$ cat config.mk
export PLATFORM = sky130hd
export DESIGN_NAME = modulo_controlador_contador_7_bits_flat
export DESIGN_NICKNAME = d
export VERILOG_FILES = /design/src/rtl/modulo_controlador_contador_7_bits_if.sv /design/src/rtl/modulo_controlador_contador_7_bits.sv /design/src/flat_wrapper.sv
export SDC_FILE = /design/constraint.sdc
export NUM_CORES = 1
export LEC_CHECK = 0
export BUFFER_PORTS_ARGS = -buffer_cell sky130_fd_sc_hd__clkbuf_2
export CAP_MARGIN = 20
export CELL_PAD_IN_SITES_DETAIL_PLACEMENT = 1
export CELL_PAD_IN_SITES_GLOBAL_PLACEMENT = 1
export CORE_ASPECT_RATIO = 1.2
export CORE_MARGIN = 8
export CORE_UTILIZATION = 28
export CTS_BUF_LIST = sky130_fd_sc_hd__clkbuf_4 sky130_fd_sc_hd__clkbuf_8
export DETAILED_ROUTE_END_ITERATION = 10
export PLACE_DENSITY = 0.74
export SETUP_SLACK_MARGIN = 0.3
export SKIP_LAST_GASP = 1
export SYNTH_ARGS = -nofsm -noshare
export SYNTH_HDL_FRONTEND = slang
export SYNTH_SLANG_ARGS = --single-unit
$ cat constraint.sdc
create_clock -name clk -period 1.35 [get_ports clk]
set_input_delay 0.0675 -clock clk [delete_from_list [all_inputs] [get_ports clk]]
set_output_delay 0.0675 -clock clk [all_outputs]
set_load 0.1 [all_outputs]
$ cat src/rtl/modulo_controlador_contador_7_bits_if.sv
// Command/status and counter-drive bundle between the run sequencer and its environment.
// The master side issues run commands and closes the loop with the counter's q.
interface modulo_controlador_contador_7_bits_if;
  logic       start;
  logic       pause;
  logic       abort;
  logic       mode_up;
  logic [6:0] start_val;
  logic [6:0] end_val;
  logic [6:0] cnt_q;
  logic       cnt_load;
  logic [6:0] cnt_e_load;
  logic       cnt_up_down;
  logic       cnt_enable;
  logic       busy;
  logic       done;
  logic [2:0] state;

  modport master (
    output start, pause, abort, mode_up, start_val, end_val, cnt_q,
    input  cnt_load, cnt_e_load, cnt_up_down, cnt_enable, busy, done, state
  );

  modport slave (
    input  start, pause, abort, mode_up, start_val, end_val, cnt_q,
    output cnt_load, cnt_e_load, cnt_up_down, cnt_enable, busy, done, state
  );
endinterface

$ cat src/rtl/modulo_controlador_contador_7_bits.sv
// Run sequencer for a 7-bit up/down counter with parallel load: loads a start value,
// enables counting until q reaches the end value, with pause, abort and optional auto-reload.
module modulo_controlador_contador_7_bits #(
  parameter bit AUTO_RELOAD = 1'b0
) (
  input logic                                 clk,
  input logic                                 clr,
  modulo_controlador_contador_7_bits_if.slave bus
);

  typedef enum logic [2:0] {
    StIdle  = 3'd0,
    StLoad  = 3'd1,
    StCount = 3'd2,
    StPause = 3'd3,
    StDone  = 3'd4
  } state_e;

  state_e     state_q, state_d;
  logic [6:0] start_val_q, start_val_d;
  logic [6:0] end_val_q, end_val_d;
  logic       mode_up_q, mode_up_d;
  logic       at_end;

  assign at_end = (bus.cnt_q == end_val_q);

  always_ff @(posedge clk) begin
    if (clr) begin
      state_q     <= StIdle;
      start_val_q <= '0;
      end_val_q   <= '0;
      mode_up_q   <= 1'b0;
    end else begin
      state_q     <= state_d;
      start_val_q <= start_val_d;
      end_val_q   <= end_val_d;
      mode_up_q   <= mode_up_d;
    end
  end

  // Abort beats pause, pause beats the normal transition; the command is latched only in idle.
  always_comb begin
    state_d     = state_q;
    start_val_d = start_val_q;
    end_val_d   = end_val_q;
    mode_up_d   = mode_up_q;
    case (state_q)
      StIdle: begin
        if (bus.start) begin
          start_val_d = bus.start_val;
          end_val_d   = bus.end_val;
          mode_up_d   = bus.mode_up;
          state_d     = StLoad;
        end
      end
      StLoad: begin
        state_d = bus.abort ? StIdle : StCount;
      end
      StCount: begin
        if (bus.abort)      state_d = StIdle;
        else if (bus.pause) state_d = StPause;
        else if (at_end)    state_d = StDone;
      end
      StPause: begin
        if (bus.abort)       state_d = StIdle;
        else if (!bus.pause) state_d = StCount;
      end
      StDone: begin
        if (bus.abort)        state_d = StIdle;
        else if (AUTO_RELOAD) state_d = StLoad;
        else                  state_d = StIdle;
      end
      default: state_d = StIdle;
    endcase
  end

  always_comb begin
    bus.cnt_load    = (state_q == StLoad);
    bus.cnt_e_load  = start_val_q;
    bus.cnt_up_down = mode_up_q;
    // Gated combinationally so the counter never steps past the end value.
    bus.cnt_enable  = (state_q == StCount) && !at_end && !bus.pause && !bus.abort;
    bus.busy        = (state_q != StIdle);
    bus.done        = (state_q == StDone);
    bus.state       = state_q;
  end

endmodule

$ cat src/flat_wrapper.sv
// flat-port wrapper written by rule: the top's interface ports become plain ports
module modulo_controlador_contador_7_bits_flat 
#(
  parameter bit AUTO_RELOAD = 1'b0
)
  (clk, clr, bus_start, bus_pause, bus_abort, bus_mode_up, bus_start_val, bus_end_val, bus_cnt_q, bus_cnt_load, bus_cnt_e_load, bus_cnt_up_down, bus_cnt_enable, bus_busy, bus_done, bus_state);
  modulo_controlador_contador_7_bits_if bus_i ();
  input logic clk;
  input logic clr;
  input wire logic [$bits(bus_i.start)-1:0] bus_start;
  input wire logic [$bits(bus_i.pause)-1:0] bus_pause;
  input wire logic [$bits(bus_i.abort)-1:0] bus_abort;
  input wire logic [$bits(bus_i.mode_up)-1:0] bus_mode_up;
  input wire logic [$bits(bus_i.start_val)-1:0] bus_start_val;
  input wire logic [$bits(bus_i.end_val)-1:0] bus_end_val;
  input wire logic [$bits(bus_i.cnt_q)-1:0] bus_cnt_q;
  output wire logic [$bits(bus_i.cnt_load)-1:0] bus_cnt_load;
  output wire logic [$bits(bus_i.cnt_e_load)-1:0] bus_cnt_e_load;
  output wire logic [$bits(bus_i.cnt_up_down)-1:0] bus_cnt_up_down;
  output wire logic [$bits(bus_i.cnt_enable)-1:0] bus_cnt_enable;
  output wire logic [$bits(bus_i.busy)-1:0] bus_busy;
  output wire logic [$bits(bus_i.done)-1:0] bus_done;
  output wire logic [$bits(bus_i.state)-1:0] bus_state;
  assign bus_i.start = bus_start;
  assign bus_i.pause = bus_pause;
  assign bus_i.abort = bus_abort;
  assign bus_i.mode_up = bus_mode_up;
  assign bus_i.start_val = bus_start_val;
  assign bus_i.end_val = bus_end_val;
  assign bus_i.cnt_q = bus_cnt_q;
  assign bus_cnt_load = bus_i.cnt_load;
  assign bus_cnt_e_load = bus_i.cnt_e_load;
  assign bus_cnt_up_down = bus_i.cnt_up_down;
  assign bus_cnt_enable = bus_i.cnt_enable;
  assign bus_busy = bus_i.busy;
  assign bus_done = bus_i.done;
  assign bus_state = bus_i.state;
  modulo_controlador_contador_7_bits #(.AUTO_RELOAD(AUTO_RELOAD)) u_core (.clk(clk), .clr(clr), .bus(bus_i));
endmodule
==> qor.txt <==
Fill cell count - 296
Total CTS buffers - 3
Final Non-Filler Cells - 199
Peak VDD IR - 0.658 mV
Insertion delay to the later sink of the worst-skew pair - 0.30 ns
Slew margin rel. - 0.710
Final WS setup - -0.259 ns
Chip Height - 73.7 um
IO Port Bufs - 41
Nets - 193
Worst Path Required - 1.28 ns
Final wirelength - 3480 um
Synth unique cells - 21
Top-area cell type share of the netlist area - 0.465
Placeable Area - 2710 sq um
Final Hold Fails - 0
Initial Util - 0.287
Startpoint types - flop
Rows - 21
Worst hold path class - input pin to flop
CTS tree - yes
CTS sink cnt - 18
Static Leak - 0.747 nW
Unrepaired setup endpoints after global routing - true
Final Max Slew Viols - 0
GPL Wtd Cong - 0.758
R2r worst-path depth - 5
Setup Viol. Count Final - 6
Kind of critical path - flop to output port
Reg2reg end - u_core.bus.state[2]
Family with the most delay on the worst path - flip-flops
Top cells by area, synth - dfxtp_1 (46%), nand2_1 (15%), a21oi_1 (12%)
Tcrit/Tclk final - 1.19
Critical Path, Cell by Cell - xor2_1, nor3_2, buf_4, a21oi_4, buf_12
Die width - 64.1 um
Largest family of logic cells by synthesized area - simple AND/OR/NAND/NOR gates
Synth area leader - dfxtp_1
Worst-path maximum fanout - 2
Crit path launch - u_core.end_val_q[5]
CTS root buffer - clkbuf_4
Crit-path slowest cell - dfxtp_1
Ys Warns - 0
Hpwl dp - 2060 um
Vias per cell - 4.82
Mapped cell area - 776 sq um
Clk buf depth - 2
Slowest stage delay, CP - 0.37 ns
Placed insts - 174
Worst path bufs/invs - 2
Synth Area in XOR/XNOR - 0.0790
Max-Cap Viols - 0
DR iter-0 viols - 25
Worst r2r src - u_core.bus.state[2]
CTS H-Tree Depth - 1
Vias in the first global route - 1,048
Minimum clock period - 1.61 ns
Total grt overflow - 0
Detail Route Antenna Nets - 0
Drt first pass iters - 4
Syn Area/Cell - 8.25 sq um
Run status - finished with violations
Pwr Density - 874 nW/um^2
Post-Route Skew - 0.00473 ns
CTS clk-pin slew, worst paths - 0.10 ns
Area Growth Syn to Fin - 123%
Via count - 959
WP depth - 5
Initial antenna violation count - 0
Die area - 4720 sq um
Multiplexer share of the synthesized area - 0
Compound-cell area share of the yosys netlist - 0.127
Critical Path Sink - bus_cnt_enable
Fmax - 622 MHz
IO Count - 42
Pre-CTS setup slack - 0.0268 ns
Worst Tran Pin Value - 0.430 ns
Yosys reg bits - 18
R2R Setup Slk - -0.07 ns
DRC viols - 0
All-layer global routing usage - 0.133
Post-DR wirelength/cell - 17.5 um
Synth Net Count - 121
Largest net degree at the start of global routing - 18
Seq/Total Area, Yosys - 0.465
First-pass GRT wire length - 4960 um
Minimum hold slack - 0.0131 ns
Data arrival, critical path - 1.54 ns
Synth Instances - 94
Finished Core Util - 0.640
Worst Setup End Kind - output port
Layout cell share with drive strength beyond 1 - 0.661
Failing checks - negative setup slack
Adder-cell share of the synthesized area - 0
Synth Area in Simple Gates - 0.287
Antenna Diode Count - 0
Fin Setup TNS - -0.534 ns
-- worst min path at each step --
| stage | start | end | slack [ns] | cells past startpoint |
|---|---|---|---|---|
| CTS | bus_end_val[5] | u_core.end_val_q[5] | 0.003 | 3 |
| detailed placement | bus_start_val[4] | u_core.bus.cnt_e_load[4] | 0.30 | 3 |
| global route | bus_mode_up | u_core.bus.cnt_up_down | 0.001 | 3 |
| floorplan | bus_end_val[0] | u_core.end_val_q[0] | 0.20 | 2 |
| finish | bus_mode_up | u_core.bus.cnt_up_down | 0.01 | 3 |
| global placement | bus_start_val[1] | u_core.bus.cnt_e_load[1] | 0.29 | 3 |
-- area by class of cell --
type	instances	area, sq um	area share
clock buffers	4	36.3	0.0209
inverters	1	3.75	0.00217
multi-input cells	70	564	0.326
flip-flops and latches	18	375	0.217
well taps	34	42.5	0.0245
repair buffers	72	711	0.410
-- registers in the layout (all words and copies together) (netlist names) --
signal and cells:
u_core.bus.cnt_up_down 1, u_core.bus.state 3, u_core.bus.cnt_e_load 7, u_core.end_val_q 7
-- kinds of logic after synthesis --
family                    Yosys count
and+or+nand+nor                    44
xor gates and xnor gates            7
buffers and inverters               6
AOI/OAI and AO/OA                  19
DFF                                18
-- layer usage --
layer,share of wire,track usage,up-vias
li1,-,-,458
met5,0,0,-
met4,0.016,0.0447,0
met1,0.36,0.127,461
met2,0.55,0.256,36
met3,0.072,0.0442,4
-- power breakdown --
| group | internal, mW | leakage [nW] | switching [mW] | total (mW) |
|---|---|---|---|---|
| registers | 0.560 | 0.151 | 0.0336 | 0.593 |
| clock network | 0.165 | 0.0210 | 0.174 | 0.339 |
| logic | 0.245 | 0.575 | 0.337 | 0.582 |
-- repair_timing --
action,in CTS,in global routing
buffers inserted,3,3
gates resized for setup,59,22
pin swaps,24,6
hold buffers,12,2
endpoints found under the setup margin,32,30
cloned,1,0
hold endpoints to repair,12,2
-- cell usage after synthesis --
cell,number
a21oi_1,18
a32oi_1,1
and2_1,1
buf_1,1
buf_2,2
buf_6,1
clkbuf_1,1
dfxtp_1,18
inv_1,1
nand2_1,31
nor2_1,1
nor3_1,2
nor3b_1,1
nor4_1,2
nor4b_1,1
nor4b_4,1
nor4bb_1,1
or3_1,1
or4_1,1
or4b_1,1
xor2_1,7
-- tightest hold or removal path, cell delays in order --
cell and delay (ns):
clkbuf_2 0.09, nand2_2 0.07, a21oi_2 0.05
-- layout by cell type (no fill, tap or decap), drive strengths merged --
master / count
nor4b: 2
clkbuf: 34
dfxtp: 18
a21oi: 18
nor4: 2
or4b: 1
nor2: 1
and2: 1
xor2: 7
dlygate4sd3: 14
nor4bb: 1
inv: 1
buf: 28
nand2: 31
a32oi: 1
or4: 1
nor3: 2
nor3b: 1
or3: 1
-- per-stage QoR --
stage | power, mW | area (sq um)
floorplan | 0.868 | 820
CTS | 1.46 | 1620
global placement | 0.993 | 1210
finish | 1.51 | 1730
global route | 1.59 | 1730
detailed placement | 1.00 | 1210
Note: power is estimated with default switching activity, not from simulation.
